[src/rtl/memory_pkg.sv]
// memory_pkg: instruction-memory sizing and loader FSM state encoding
package memory_pkg;
  localparam int INSTR_MEM_SIZE_WORDS = 256;
  localparam int INSTR_MEM_SIZE_BYTES = INSTR_MEM_SIZE_WORDS * 4;
  localparam int LOADER_HDR_BYTES = 4;
  typedef enum logic [2:0] {IDLE, LEN, DATA, WRITE, DONE, ERR} loader_state_e;
endpackage

[src/rtl/byte_word_packer.sv]
// byte_word_packer: gathers 4 bytes into a little-endian word
//   clk_i, rst_ni : clock, synchronous active-low reset
//   clear_i       : drop any partial word
//   push_i/data_i : accept one byte
//   word_o        : word including the byte being pushed now
//   last_o        : this push completes a 4-byte group
module byte_word_packer (
  input  logic        clk_i,
  input  logic        rst_ni,
  input  logic        clear_i,
  input  logic        push_i,
  input  logic [7:0]  data_i,
  output logic [31:0] word_o,
  output logic        last_o
);
  logic [1:0]  cnt_q;
  logic [31:0] sr_q;
  // shifting in from the top leaves byte 0 in bits [7:0] after four pushes
  assign word_o = {data_i, sr_q[31:8]};
  assign last_o = push_i && cnt_q == 2'd3;
  always_ff @(posedge clk_i) begin
    if (!rst_ni || clear_i) begin
      cnt_q <= '0;
      sr_q  <= '0;
    end else if (push_i) begin
      cnt_q <= cnt_q + 2'd1;
      sr_q  <= word_o;
    end
  end
endmodule

[src/rtl/instr_mem_loader.sv]
// instr_mem_loader: byte stream (LE count N, then N LE words) -> instruction RAM writes
//   clk_i, rst_ni                     : clock, synchronous active-low reset
//   start_i                           : begin session (IDLE/ERR only)
//   byte_valid_i/byte_data_i/byte_ready_o : byte stream handshake
//   mem_we_o/mem_addr_o/mem_wdata_o   : RAM write port, one pulse per word
//   busy_o, core_rst_o, done_o, err_o : session status
module instr_mem_loader
  import memory_pkg::*;
#(
  parameter logic [31:0] BASE_ADDR = 32'h0000_0000,
  parameter int          MAX_WORDS = INSTR_MEM_SIZE_WORDS
) (
  input  logic        clk_i,
  input  logic        rst_ni,
  input  logic        start_i,
  input  logic        byte_valid_i,
  input  logic [7:0]  byte_data_i,
  output logic        byte_ready_o,
  output logic        mem_we_o,
  output logic [31:0] mem_addr_o,
  output logic [31:0] mem_wdata_o,
  output logic        busy_o,
  output logic        core_rst_o,
  output logic        done_o,
  output logic        err_o
);
  localparam int IW = $clog2(MAX_WORDS + 1);
  loader_state_e state_q;
  logic [31:0]   len_q, addr_q, wdata_q, word;
  logic [IW-1:0] idx_q;
  logic          push, clear, last;
  assign byte_ready_o = state_q == LEN || state_q == DATA;
  assign mem_we_o     = state_q == WRITE;
  assign busy_o       = state_q == LEN || state_q == DATA || state_q == WRITE;
  assign core_rst_o   = state_q != IDLE;
  assign done_o       = state_q == DONE;
  assign err_o        = state_q == ERR;
  assign mem_addr_o   = addr_q;
  assign mem_wdata_o  = wdata_q;
  assign push  = byte_valid_i && byte_ready_o;
  assign clear = start_i && (state_q == IDLE || state_q == ERR);
  byte_word_packer u_packer (
    .clk_i  (clk_i),
    .rst_ni (rst_ni),
    .clear_i(clear),
    .push_i (push),
    .data_i (byte_data_i),
    .word_o (word),
    .last_o (last)
  );
  always_ff @(posedge clk_i) begin
    if (!rst_ni) begin
      state_q <= IDLE;
      len_q   <= '0;
      idx_q   <= '0;
      addr_q  <= '0;
      wdata_q <= '0;
    end else begin
      case (state_q)
        IDLE, ERR: if (start_i) begin
          state_q <= LEN;
          len_q   <= '0;
          idx_q   <= '0;
        end
        LEN: if (last) begin
          len_q   <= word;
          idx_q   <= '0;
          // full 32-bit compare so an oversize count is rejected, never wrapped
          state_q <= word == 32'd0 ? DONE : word > 32'(MAX_WORDS) ? ERR : DATA;
        end
        DATA: if (last) begin
          wdata_q <= word;
          addr_q  <= BASE_ADDR + 32'({idx_q, 2'b00});
          state_q <= WRITE;
        end
        WRITE: begin
          state_q <= 32'(idx_q) == len_q - 32'd1 ? DONE : DATA;
          idx_q   <= idx_q + 1'b1;
        end
        DONE:    state_q <= IDLE;
        default: state_q <= IDLE;
      endcase
    end
  end
endmodule

[config.mk]
export PLATFORM = sky130hd
export DESIGN_NAME = instr_mem_loader
export DESIGN_NICKNAME = d
export VERILOG_FILES = /design/src/rtl/memory_pkg.sv /design/src/rtl/byte_word_packer.sv /design/src/rtl/instr_mem_loader.sv
export SDC_FILE = /design/constraint.sdc
export NUM_CORES = 1
export LEC_CHECK = 0
export CAP_MARGIN = 20
export CORE_MARGIN = 1
export CORE_UTILIZATION = 57
export DETAILED_ROUTE_END_ITERATION = 12
export DONT_BUFFER_PORTS = 1
export PLACE_DENSITY = 0.8
export REMOVE_ABC_BUFFERS = 1
export SYNTH_ARGS = -nofsm -noshare
export SYNTH_HDL_FRONTEND = slang
export SYNTH_SLANG_ARGS = --single-unit
[constraint.sdc]
create_clock -name clk_i -period 7.2 [get_ports clk_i]
set_input_delay 0 -clock clk_i [delete_from_list [all_inputs] [get_ports clk_i]]
set_output_delay 0 -clock clk_i [all_outputs]
set_load 0.005 [all_outputs]
After elaboration in Yosys (flattened, before gate mapping). Cells that the tools add are included.

Register bits: 119. Bits of input ports: 12. Output and inout port bits: 70. Word-level logic and storage cells: 52.

$add $sub $neg: 3. Magnitude comparators: 1. Equal/unequal tests: 10. Multiplexer cells: 13. Reduce and logical (&&, ||, !) cells: 18.

Operators by type and width (number): 32-bit two-way mux (2); 32-bit case mux with 2 select lines (1); 9-bit by 32-bit == test with 1-bit output (1); 32-bit by 9-bit > comparator with 1-bit output (second input constant) (1); 32-bit zero test (1); 32-bit by 1-bit subtractor with 32-bit output (second input constant) (1); 9-bit case mux with 3 select lines (1); 3-bit two-way mux (6); 9-bit two-way mux (2); 3-bit case mux with 4 select lines (1); 9-bit by 1-bit adder with 9-bit output (second input constant) (1); 3-bit AND reduction (3); 3-bit by 2-bit == test with 1-bit output (second input constant) (2); 3-bit == test (second input constant) (2); 2-bit inequality test (second input constant) (3); 3-bit nonzero test (2); 1-bit logical OR (4); 3-bit by 1-bit == test with 1-bit output (second input constant) (1); 1-bit logical AND (3); 3-bit zero test (1); 2-bit by 1-bit adder with 2-bit output (second input constant) (1); 2-bit == test (second input constant) (1); 2-bit AND reduction (1); 2-bit nonzero test (1); other kinds (2) (2).

Depth between registers and ports, before layout. Gate-level depths: netlist of the first run.

Depth after elaboration: 6. Gate-level depth with buffers: 9. Gate-level depth less buffers: 8.

Hierarchy. A second synthesis of the first run with hierarchy kept.

Cells, all modules: 602. Area total of the unflattened synthesis: 5262.5 um2.

Modules (own cells, without submodules): instr_mem_loader (instances 1, cells an instance 507, area an instance 4215.3 um2, seq. area each 1701.6 um2); byte_word_packer (instances 1, cells an instance 95, area an instance 1047.3 um2, seq. area each 520.5 um2).

Worst setup path before layout of the first run. Ideal clock, no wire load.

Kind: register to register. Start point: reg len_q[0]. End point: reg state_q[1]. Setup time: 0.121 ns. Arrival time: 2.215 ns. Required time: 7.079 ns. Path slack: 4.864 ns. Stages on the path, launching flop included: 10. Buffers on the path: 1. Clock period less this slack: 2.336 ns. Cells stage by stage: dfxtp_1 > inv_1 > ha_1 > or3b_1 > buf_6 > or4_4 > a211oi_2 > o32ai_1 > nor3b_1 > a21oi_1.

Longest elaborated chain between the ends: 4.

RTL lines: start: declaration (RTL line instr_mem_loader.sv:29) `logic [31:0] len_q, addr_q, wdata_q, word;`; start signal: assignment (RTL line instr_mem_loader.sv:66) `len_q <= word;`; 32-bit by 1-bit subtractor with 32-bit output (RTL line instr_mem_loader.sv:77) `state_q <= 32'(idx_q) == len_q - 32'd1 ? DONE : DATA;`; 9-bit by 32-bit == test with 1-bit output (RTL line instr_mem_loader.sv:77); 3-bit two-way mux (RTL line instr_mem_loader.sv:77); 3-bit case mux with 4 select lines (RTL line instr_mem_loader.sv:59) `case (state_q)`; end signal: assignment (RTL line instr_mem_loader.sv:69) `state_q <= word == 32'd0 ? DONE : word > 32'(MAX_WORDS) ? ERR : DATA;`; end signal: assignment (RTL line instr_mem_loader.sv:77); end: declaration (RTL line instr_mem_loader.sv:28) `loader_state_e state_q;`.

Every way passes these cells. A chain may end at the register's enable or synchronous reset.

Worst setup path after layout of the first run.
Start point: reg len_q[0]. End point: reg state_q[2].

Same word-level chain as after synthesis.

==> impl_metrics.yaml, run 1 <==
synthesis:
  netlist_area_um2: 4970
  ys.flop_type: "dfxtp_1"
  synth_top_family_by_area: "simple AND/OR/NAND/NOR gates"
  synth_edf_count: 0
  synth.distinct_cells: 56
  synth_xor_area_frac: 0.03348
  synth_compound_area_frac: 0.1465
  ys_ff_latch: 111
  synthMuxAreaShare: 0.05463
  synth_seq_area_share: 0.4471
  synthSimpleGateAreaFrac: 0.2319
  synthArstFlopShare: 0
  syn_avg_cell_area_um2: 8.381
  synthAdderAreaFrac: 0.007553
  synthCells: 593
  yosys_warnings: 0
worst_setup_path:
  start_kind: "register"
  max_stage_delay_ps: 540
  critPathArrivalTime_ps: 2860
  crit_buf_inv: 1
  endpoint_kind: "register"
  critical_path.top_delay_family: "compound AO/OA/AOI/OAI gates"
  cp.required_ps: 7490
  critPathMaxFanout: 10
  slowest_stage: "or3b_1"
  cp_cell_sequence: "inv_1 > ha_1 > or3b_1 > o31a_2 > o211a_1 > o32ai_1 > nor3_2 > a21o_1"
  critPathKind: "register to register"
routing:
  drtPass1Iterations: 5
  vias: 4078
  post_drt_wl_per_cell_um: 16.71
  finalWirelength_mm: 11.58
  final_antenna_net_count: 0
  dr.first_iter.drc_count: 186
  post_drt_via_cell_ratio: 5.885
  drc: 0
cts:
  clockBufferDepth: 2
  post_cts_buffers: 0
  cts-root-buf: "clkbuf_8"
  clk_latency_ps: 380
  clk_pin_slew_ps: 120
  cts-htree-levels: 3
  postCtsResizedCells: 0
  clkSinkCount: 111
  cts_tree: "yes"
  cts_made_buffers: 9
  holdBufCountCts: 9
finish:
  syn2layout_area_growth_pct: 4.960
  final_common_cell: "dfxtp_1"
  finalNonFillerCells: 693
  layout_common_cells: "dfxtp_1 (111), nand2_1 (97), nor2_1 (77), a21oi_1 (47), a22oi_1 (34)"
  drive_gt1_frac: 0.06633
  finalNetCount: 598
  num_antenna_cells: 0
timing:
  worstMarginPinSlew_ps: 985.8
  setup_tns_ps: 0
  rsz0062_at_grt: "false"
  setup_viol: 0
  fin_worst_skew_ps: 15.32
  hold_violations: 0
  finalCriticalPeriod_ps: 2569
  slew_violations: 0
  timing.final.crit_share: 0.3569
  maxSlewHeadroom: 0.3412
  max_freq_mhz: 389.2
die:
  core_area_um2: 8341
  initial_core_util: 0.5959
  die_area_um2: 9096
  die_w_um: 95.38
  die_h_um: 95.38
  rows: 33
  io_pins: 82
placed_design:
  place.gp.congestion: 0.9049
  dp_hpwl_mm: 7.726
  dp_cells: 667
  numPortBuffers: 0
outcome:
  outcome: "finished, final reports clean"
power_and_ir_drop:
  vdd_drop_max_uv: 145.3
  p_per_area_nw_per_um2: 202.7
  power.leakage_nw: 1.866
global_route:
  grt.overflow.total: 0
  grt_start_max_net_pins: 57
  grt_pass1_vias: 3740
  antenna_found_initial: 0
  grt_pass1_wl_mm: 18.39
  track_usage: 0.2665
job:
  cap_viol_max_count: 0
hold_path:
  hold_path.class: "input pin to register"
cells in the mapped netlist (2+ instances only):
cell | number | share of area
ha_1 | 3 | 0.0076
nand4_1 | 8 | 0.010
and2_1 | 6 | 0.0076
or4_2 | 2 | 0.0035
o32ai_1 | 2 | 0.0035
xnor2_1 | 7 | 0.012
xor2_1 | 12 | 0.021
nand2_1 | 97 | 0.073
a22oi_1 | 34 | 0.051
or3_2 | 2 | 0.0030
dfxtp_1 | 111 | 0.45
nand3_1 | 6 | 0.0060
nor3_1 | 9 | 0.0091
nor3b_1 | 3 | 0.0045
inv_1 | 11 | 0.0083
clkbuf_1 | 29 | 0.022
nand3b_1 | 2 | 0.0030
nor4b_1 | 2 | 0.0035
a21oi_1 | 47 | 0.047
clkbuf_8 | 2 | 0.0055
and3_1 | 5 | 0.0063
o21ai_0 | 6 | 0.0060
nor2_1 | 77 | 0.058
a31oi_1 | 5 | 0.0063
or3_1 | 2 | 0.0025
buf_4 | 23 | 0.035
nor4_1 | 18 | 0.023
buf_6 | 2 | 0.0045
o31ai_1 | 4 | 0.0060
buf_2 | 3 | 0.0030
a21o_1 | 3 | 0.0045
mux2i_1 | 26 | 0.052
power breakdown:
part / switching (mW) / internal (mW) / leakage [nW]
registers: 0.00443 / 0.616 / 0.894
logic: 0.0316 / 0.0141 / 0.864
clock network: 0.247 / 0.144 / 0.108
total: 0.283 / 0.774 / 1.87
path summary, 6_finish.rpt:
path	startpoint	endpoint	slack [ps]	depth (start not counted)
setup reg to reg	len_q[0]$_SDFFE_PN0P_	state_q[2]$_SDFFE_PN0P_	4630	8
setup / recovery	len_q[0]$_SDFFE_PN0P_	state_q[2]$_SDFFE_PN0P_	4630	8
hold / removal	byte_valid_i	state_q[2]$_SDFFE_PN0P_	90	4
hold reg to reg	mem_addr_o[7]$_SDFFE_PN0P_	mem_addr_o[7]$_SDFFE_PN0P_	480	2
worst register-to-register path, cell delays in order (launching register included):
cell     delay (ps)
dfxtp_1         400
inv_1            90
ha_1            230
or3b_1          540
o31a_2          400
o211a_1         220
o32ai_1         330
nor3_2           90
a21o_1          180
stage by stage:
stage / hold WS, ps / total power [mW] / setup WS [ps] / utilization / area (um2)
2_1_floorplan: 121.7 / 0.6612 / 3286 / - / 4706
3_3_place_gp: 123.0 / 0.6710 / 4708 / 0.5867 / 4893
3_5_place_dp: 131.2 / 0.6719 / 4662 / 0.5867 / 4893
4_1_cts: 60.16 / 1.066 / 4647 / 0.6236 / 5201
5_1_grt: 115.0 / 1.094 / 4437 / 0.6254 / 5216
6_report: 94.33 / 1.057 / 4631 / 0.6254 / 5216
layer usage:
metal / track usage / share of wire / vias to the layer above
li1: - / - / 1998
met2: 0.4488 / 0.49 / 144
met5: 0 / 0 / -
met1: 0.3396 / 0.44 / 1920
met3: 0.04466 / 0.053 / 16
met4: 0.1045 / 0.014 / 0
sequential cells by signal (all words and copies together) (netlist names):
name	flops
u_packer.sr_q	24
state_q	3
idx_q	9
mem_wdata_o	32
len_q	32
mem_addr_o	9
u_packer.cnt_q	2
area by class of cell:
type	instances	area [um2]
timing repair buffer	16	150.1
multi-input combinational	434	2454
sequential	111	2222
clock inverter	7	93.84
tap	105	131.4
fill	743	3124
inverter	11	41.29
clock buffer	9	123.9
logic make-up (layout without fill, tap and decap cells):
family,after synthesis,in the layout
other,1,23
AOI/OAI and AO/OA,113,113
adders and majority gates,3,3
xor gates and xnor gates,19,19
DFF,111,111
and+or+nand+nor,249,249
muxes,27,27
buffers and inverters,70,43
(Power assumes the default switching activity.)
==> run 2: changes to the inputs <==
- ABC_AREA: unset -> 1
- clock period: 7.2 -> 2.4 ns (I/O delays scaled with it)
==> impl_metrics.yaml, run 2 <==
outcome:
  outcome: "finished, final reports clean"
timing:
  maxSlewHeadroom: 0.5285
  rsz0062_at_grt: "false"
  setup_viol: 0
  timing.final.crit_share: 0.9010
  finalCriticalPeriod_ps: 2162
  max_freq_mhz: 462.4
  hold_violations: 0
  slew_violations: 0
  worstMarginPinSlew_ps: 706.3
  fin_worst_skew_ps: 9.425
routing:
  post_drt_via_cell_ratio: 5.375
  met1Wirelength_mm: 6.934
  wl_met2_mm: 6.680
  dr_wl_met3_um: 856
  vias: 5832
  drtPass1Iterations: 5
  finalWirelength_mm: 14.71
  dr.first_iter.drc_count: 348
  maxUsedRoutingLayer: "met4"
  drc: 0
  post_drt_wl_per_cell_um: 13.55
  final_antenna_net_count: 0
cts:
  cts_tree: "yes"
  clk_pin_slew_ps: 100
  clkSinkCount: 111
  clockBufferDepth: 2
  cts-htree-levels: 3
  clk_latency_ps: 370
  cts_made_buffers: 9
  cts-root-buf: "clkbuf_8"
synthesis:
  ys.flop_type: "dfxtp_1"
  synthCells: 946
  ys_ff_latch: 111
  synth_edf_count: 0
  syn_avg_cell_area_um2: 6.401
  synth.distinct_cells: 40
  yosysMostFrequentCell: "nand2_1"
  synth_top_cells_by_count: "nand2_1 (244), nor2_1 (158), dfxtp_1 (111), nand3_1 (95), a21oi_1 (93)"
  netlist_area_um2: 6056
  synthArstFlopShare: 0
  yosysTopAreaCellShare: 0.3669
  synth_area_leader_cell: "dfxtp_1"
  yosys_warnings: 0
  synth_seq_area_share: 0.3669
  ys_top_cells_by_area: "dfxtp_1 (37%), nand2_1 (15%), nor2_1 (9.8%)"
worst_setup_path:
  cp_cell_sequence: "nor2_1 > nand2_1 > nor2_2 > buf_4 > nand2_1 > o21ai_1 > nand2_1 > nor2_1 > nand2_1 > nor2_1 > nand3_1 > nand2_1 > nand2_1 > nand2_1 > a21oi_1"
  timing.rr.start: "len_q[2]$_SDFFE_PN0P_"
  critPathKind: "register to register"
  critPathMostFrequentCell: "nand2_1"
  slowest_stage: "dfxtp_1"
  crit_start: "len_q[2]$_SDFFE_PN0P_"
  start_kind: "register"
  critPathArrivalTime_ps: 2390
  max_stage_delay_ps: 380
  critPathMaxFanout: 11
  endpoint_kind: "register"
  cp.required_ps: 2630
  r2r.worst_path.cells: 15
finish:
  finalNonFillerCells: 1085
  syn2layout_area_growth_pct: 5.331
  final_core_util: 0.6179
  finalNetCount: 960
  num_antenna_cells: 0
  layout_common_cells: "nand2_1 (243), nor2_1 (158), dfxtp_1 (111), nand3_1 (95), a21oi_1 (93)"
  final_common_cell: "nand2_1"
  drive_gt1_frac: 0.07692
global_route:
  grt_start_max_net_pins: 61
  grt_pass1_vias: 5318
  grt.overflow.total: 0
  grt_pass1_wl_mm: 24.84
  antenna_found_initial: 0
  track_usage: 0.2753
placed_design:
  dp_hpwl_mm: 11.05
  place.gp.congestion: 0.9492
  numPortBuffers: 0
  dp_cells: 1061
power_and_ir_drop:
  vdd_drop_max_uv: 384.8
  power_mw: 4.761
  power.leakage_nw: 2.696
  p_per_area_nw_per_um2: 746.3
hold_path:
  hold_path.class: "input pin to register"
  min-delay-start: "rst_ni"
  hold_depth: 3
die:
  io_pins: 82
  die_h_um: 105.1
  core_area_um2: 10320
  die_w_um: 105.1
  initial_core_util: 0.5866
  die_area_um2: 11040
  rows: 37
job:
  cap_viol_max_count: 0
[run 2: cell types whose count changed after synthesis, sizes merged, moves of 6 or more]
cell	delta
a211oi	+13
a21oi	+46
a22oi	-34
buf	+7
clkbuf	-9
inv	+73
mux2i	-26
nand2	+161
nand3	+91
nor2	+93
nor4	-15
o21ai	+6
xor2	-11
[run 2: repair_timing]
item / 4_1_cts / 5_1_grt
hold buffers: 9 / 0
endpoints found under the setup margin: 0 / 2
endpoints found under the hold margin: 30 / 0
resized for setup: 0 / 1
setup buffers: 0 / 0
[run 2: per-layer routing]
layer  vias up  global-route usage
li1       2990                   -
met1      2653              0.3821
met2       169              0.4385
met3        20             0.05115
met4         0             0.07243
met5         -                   0
[run 2: kinds of logic after synthesis]
group | share of synthesized area
other | 0.0006192
flip-flops | 0.3669
adder cells (fa/ha/maj) | 0.006199
AND/OR/NAND/NOR | 0.4056
AO/OA/AOI/OAI | 0.1091
XOR/XNOR | 0.005786
buffers and inverters | 0.1058
[run 2: through the flow]
stage	hold slack [ps]	setup WS [ps]	area (um2)	setup TNS, ps
3_3_place_gp	177.7	262.6	6116	0
2_1_floorplan	167.5	-419.6	5826	-15000
6_report	58.00	237.6	6379	0
3_5_place_dp	176.1	215.2	6116	0
5_1_grt	76.80	20.66	6379	0
4_1_cts	54.46	201.0	6376	0
[run 2: final cells by class]
type / count / area [um2]
multi-input cells: 713 / 3281
clock buffers: 10 / 137.6
inverters: 87 / 327.8
clock inverters: 5 / 32.53
repair buffers: 23 / 207.7
well taps: 136 / 170.2
fillers: 1011 / 3945
flip-flops and latches: 111 / 2222
[run 2: path summary, 6_finish.rpt]
check / to / slack [ps]
setup / recovery: state_q[1]$_SDFFE_PN0P_ / 240
hold / removal: u_packer.sr_q[11]$_SDFFE_PP0P_ / 60
setup reg to reg: state_q[1]$_SDFFE_PN0P_ / 240
hold reg to reg: u_packer.cnt_q[1]$_SDFFE_PP0P_ / 480
[run 2: where the power goes]
part | internal [mW] | switching (mW) | leakage [nW]
clock network | 0.404 | 0.616 | 0.0927
registers | 1.92 | 0.124 | 0.895
logic | 0.489 | 1.20 | 1.71
[run 2: critical path: cells and delay by family, from the launching register on]
kind	cells	cell delay, ps
buffers and inverters	1	180
AO/OA/AOI/OAI	2	190
AND/OR/NAND/NOR	12	1260
flip-flops	1	380
==> run 3: changes to the inputs <==
- CORE_UTILIZATION: 57 -> 35
- PLACE_DENSITY: 0.8 -> 0.57
==> impl_metrics.yaml, run 3 (synthesis gave the netlist of run 2 again) <==
finish:
  num_antenna_cells: 0
  syn2layout_area_growth_pct: 9.463
  final_common_cell: "nand2_1"
  final_core_util: 0.3955
  multi_input_comb_area_um2: 3321
  layout_common_cells: "nand2_1 (243), nor2_1 (158), dfxtp_1 (111), nand3_1 (95), a21oi_1 (93)"
  drive_gt1_frac: 0.07781
  finalNetCount: 961
  layout.area.seq_um2: 2222
  n_fill_cell: 1817
routing:
  dr.first_iter.drc_count: 309
  final_antenna_net_count: 0
  drtPass1Iterations: 7
  vias: 5722
  drc: 0
  finalWirelength_mm: 16.20
  post_drt_via_cell_ratio: 4.886
  post_drt_wl_per_cell_um: 13.83
timing:
  timing.final.ws_setup_ps: 275.1
  finalCriticalPeriod_ps: 2125
  setup_viol: 0
  holdWs_ps: 50.75
  timing.final.crit_share: 0.8854
  slew_violations: 0
  fin_worst_skew_ps: 7.335
  hold_violations: 0
  max_freq_mhz: 470.6
  rsz0062_at_grt: "false"
die:
  die_w_um: 133.5
  rows: 47
  die_area_um2: 17830
  initial_core_util: 0.3613
  die_h_um: 133.5
  core_area_um2: 16760
  io_pins: 82
cts:
  cts-root-buf: "clkbuf_16"
  clockBufferDepth: 2
  cts-htree-levels: 3
  clkSinkCount: 111
  post_cts_buffers: 0
  clk_latency_ps: 360
  cts_tree: "yes"
  cts_made_buffers: 9
  clk_pin_slew_ps: 80
worst_setup_path:
  critPathKind: "register to register"
  cp_cell_sequence: "nor2_4 > nand2_1 > nor2_1 > nand2_1 > nand2_1 > nand3_1 > nor2_1 > nand2_1 > nor2_1 > nand3_1 > nand2_1 > nand2_1 > nand2_1 > a21oi_1"
  cp.required_ps: 2640
  critPathMostFrequentCell: "nand2_1"
  endpoint_kind: "register"
  max_stage_delay_ps: 390
  critPathMaxFanout: 6
  slowest_stage: "dfxtp_1"
  start_kind: "register"
  critPathArrivalTime_ps: 2360
placed_design:
  place.gp.congestion: 0.8814
  dp_hpwl_mm: 12.12
  dpl_worst_slack_ps: 195.4
  numPortBuffers: 0
hold_path:
  hold_path.class: "input pin to register"
global_route:
  grt_start_max_net_pins: 46
  antenna_found_initial: 0
  grt_pass1_wl_mm: 26.77
  track_usage: 0.1889
  grt_pass1_vias: 5400
  grt.overflow.total: 0
power_and_ir_drop:
  p_per_area_nw_per_um2: 785.3
  vdd_drop_max_uv: 528.6
  power.leakage_nw: 2.749
job:
  cap_viol_max_count: 0
outcome:
  outcome: "finished, final reports clean"
run 3: cell count changes in the layout (fill, tap and decap cells not counted), sizes merged:
cell,previous run,this run
clkbuf,10,11
clkinvlp,0,1
inv,86,85
nor2,170,171
run 3: worst paths after layout:
| check | to | slack (ps) | start | cells after the start |
|---|---|---|---|---|
| worst max-delay path | state_q[1]$_SDFFE_PN0P_ | 280 | len_q[8]$_SDFFE_PN0P_ | 14 |
| worst max register to register | state_q[1]$_SDFFE_PN0P_ | 280 | len_q[8]$_SDFFE_PN0P_ | 14 |
| worst min-delay path | u_packer.cnt_q[1]$_SDFFE_PP0P_ | 50 | rst_ni | 3 |
| worst min register to register | u_packer.cnt_q[1]$_SDFFE_PP0P_ | 470 | u_packer.cnt_q[1]$_SDFFE_PP0P_ | 2 |
run 3: area by class of cell:
| type | instances | area share |
|---|---|---|
| Sequential cell | 111 | 0.3352 |
| Timing Repair Buffer | 23 | 0.03133 |
| Tap cell | 220 | 0.04153 |
| Clock buffer | 11 | 0.03511 |
| Clock inverter | 5 | 0.006418 |
| Inverter | 87 | 0.04945 |
| Multi-Input combinational cell | 714 | 0.5009 |
run 3: where the power goes:
group	switching, mW	internal (mW)	total [mW]
combinational	1.23	0.491	1.72
sequential	0.127	1.92	2.05
clock	0.719	0.715	1.43
total	2.08	3.13	5.21
run 3: metrics by stage:
stage / cells / area (um2) / power, mW / TNS (ps)
5_1_grt: 1171 / 6629 / 5.556 / 0
4_1_cts: 1170 / 6590 / 5.244 / 0
3_3_place_gp: 1145 / 6225 / 3.796 / 0
2_1_floorplan: 911 / 5826 / 3.283 / -15000
3_5_place_dp: 1145 / 6225 / 3.790 / 0
6_report: 1171 / 6629 / 5.206 / 0
run 3: critical path, delay by kind of cell (launching register included):
family	cells	cell delay, ps
compound gates	1	50
flops	1	390
simple gates	13	1560
run 3: routing by layer:
layer | global-route usage | part of all wire | vias to the layer above
met4 | 0.08775 | 0.025 | 0
met2 | 0.2891 | 0.44 | 122
li1 | - | - | 3010
met1 | 0.2542 | 0.49 | 2561
met3 | 0.03843 | 0.043 | 29
met5 | 0 | 0 | -
run 3: repair_timing:
item | CTS | global route
endpoints found under the setup margin | 0 | 2
hold endpoints to repair | 49 | 0
resized for setup | 0 | 6
hold buffers | 9 | 0
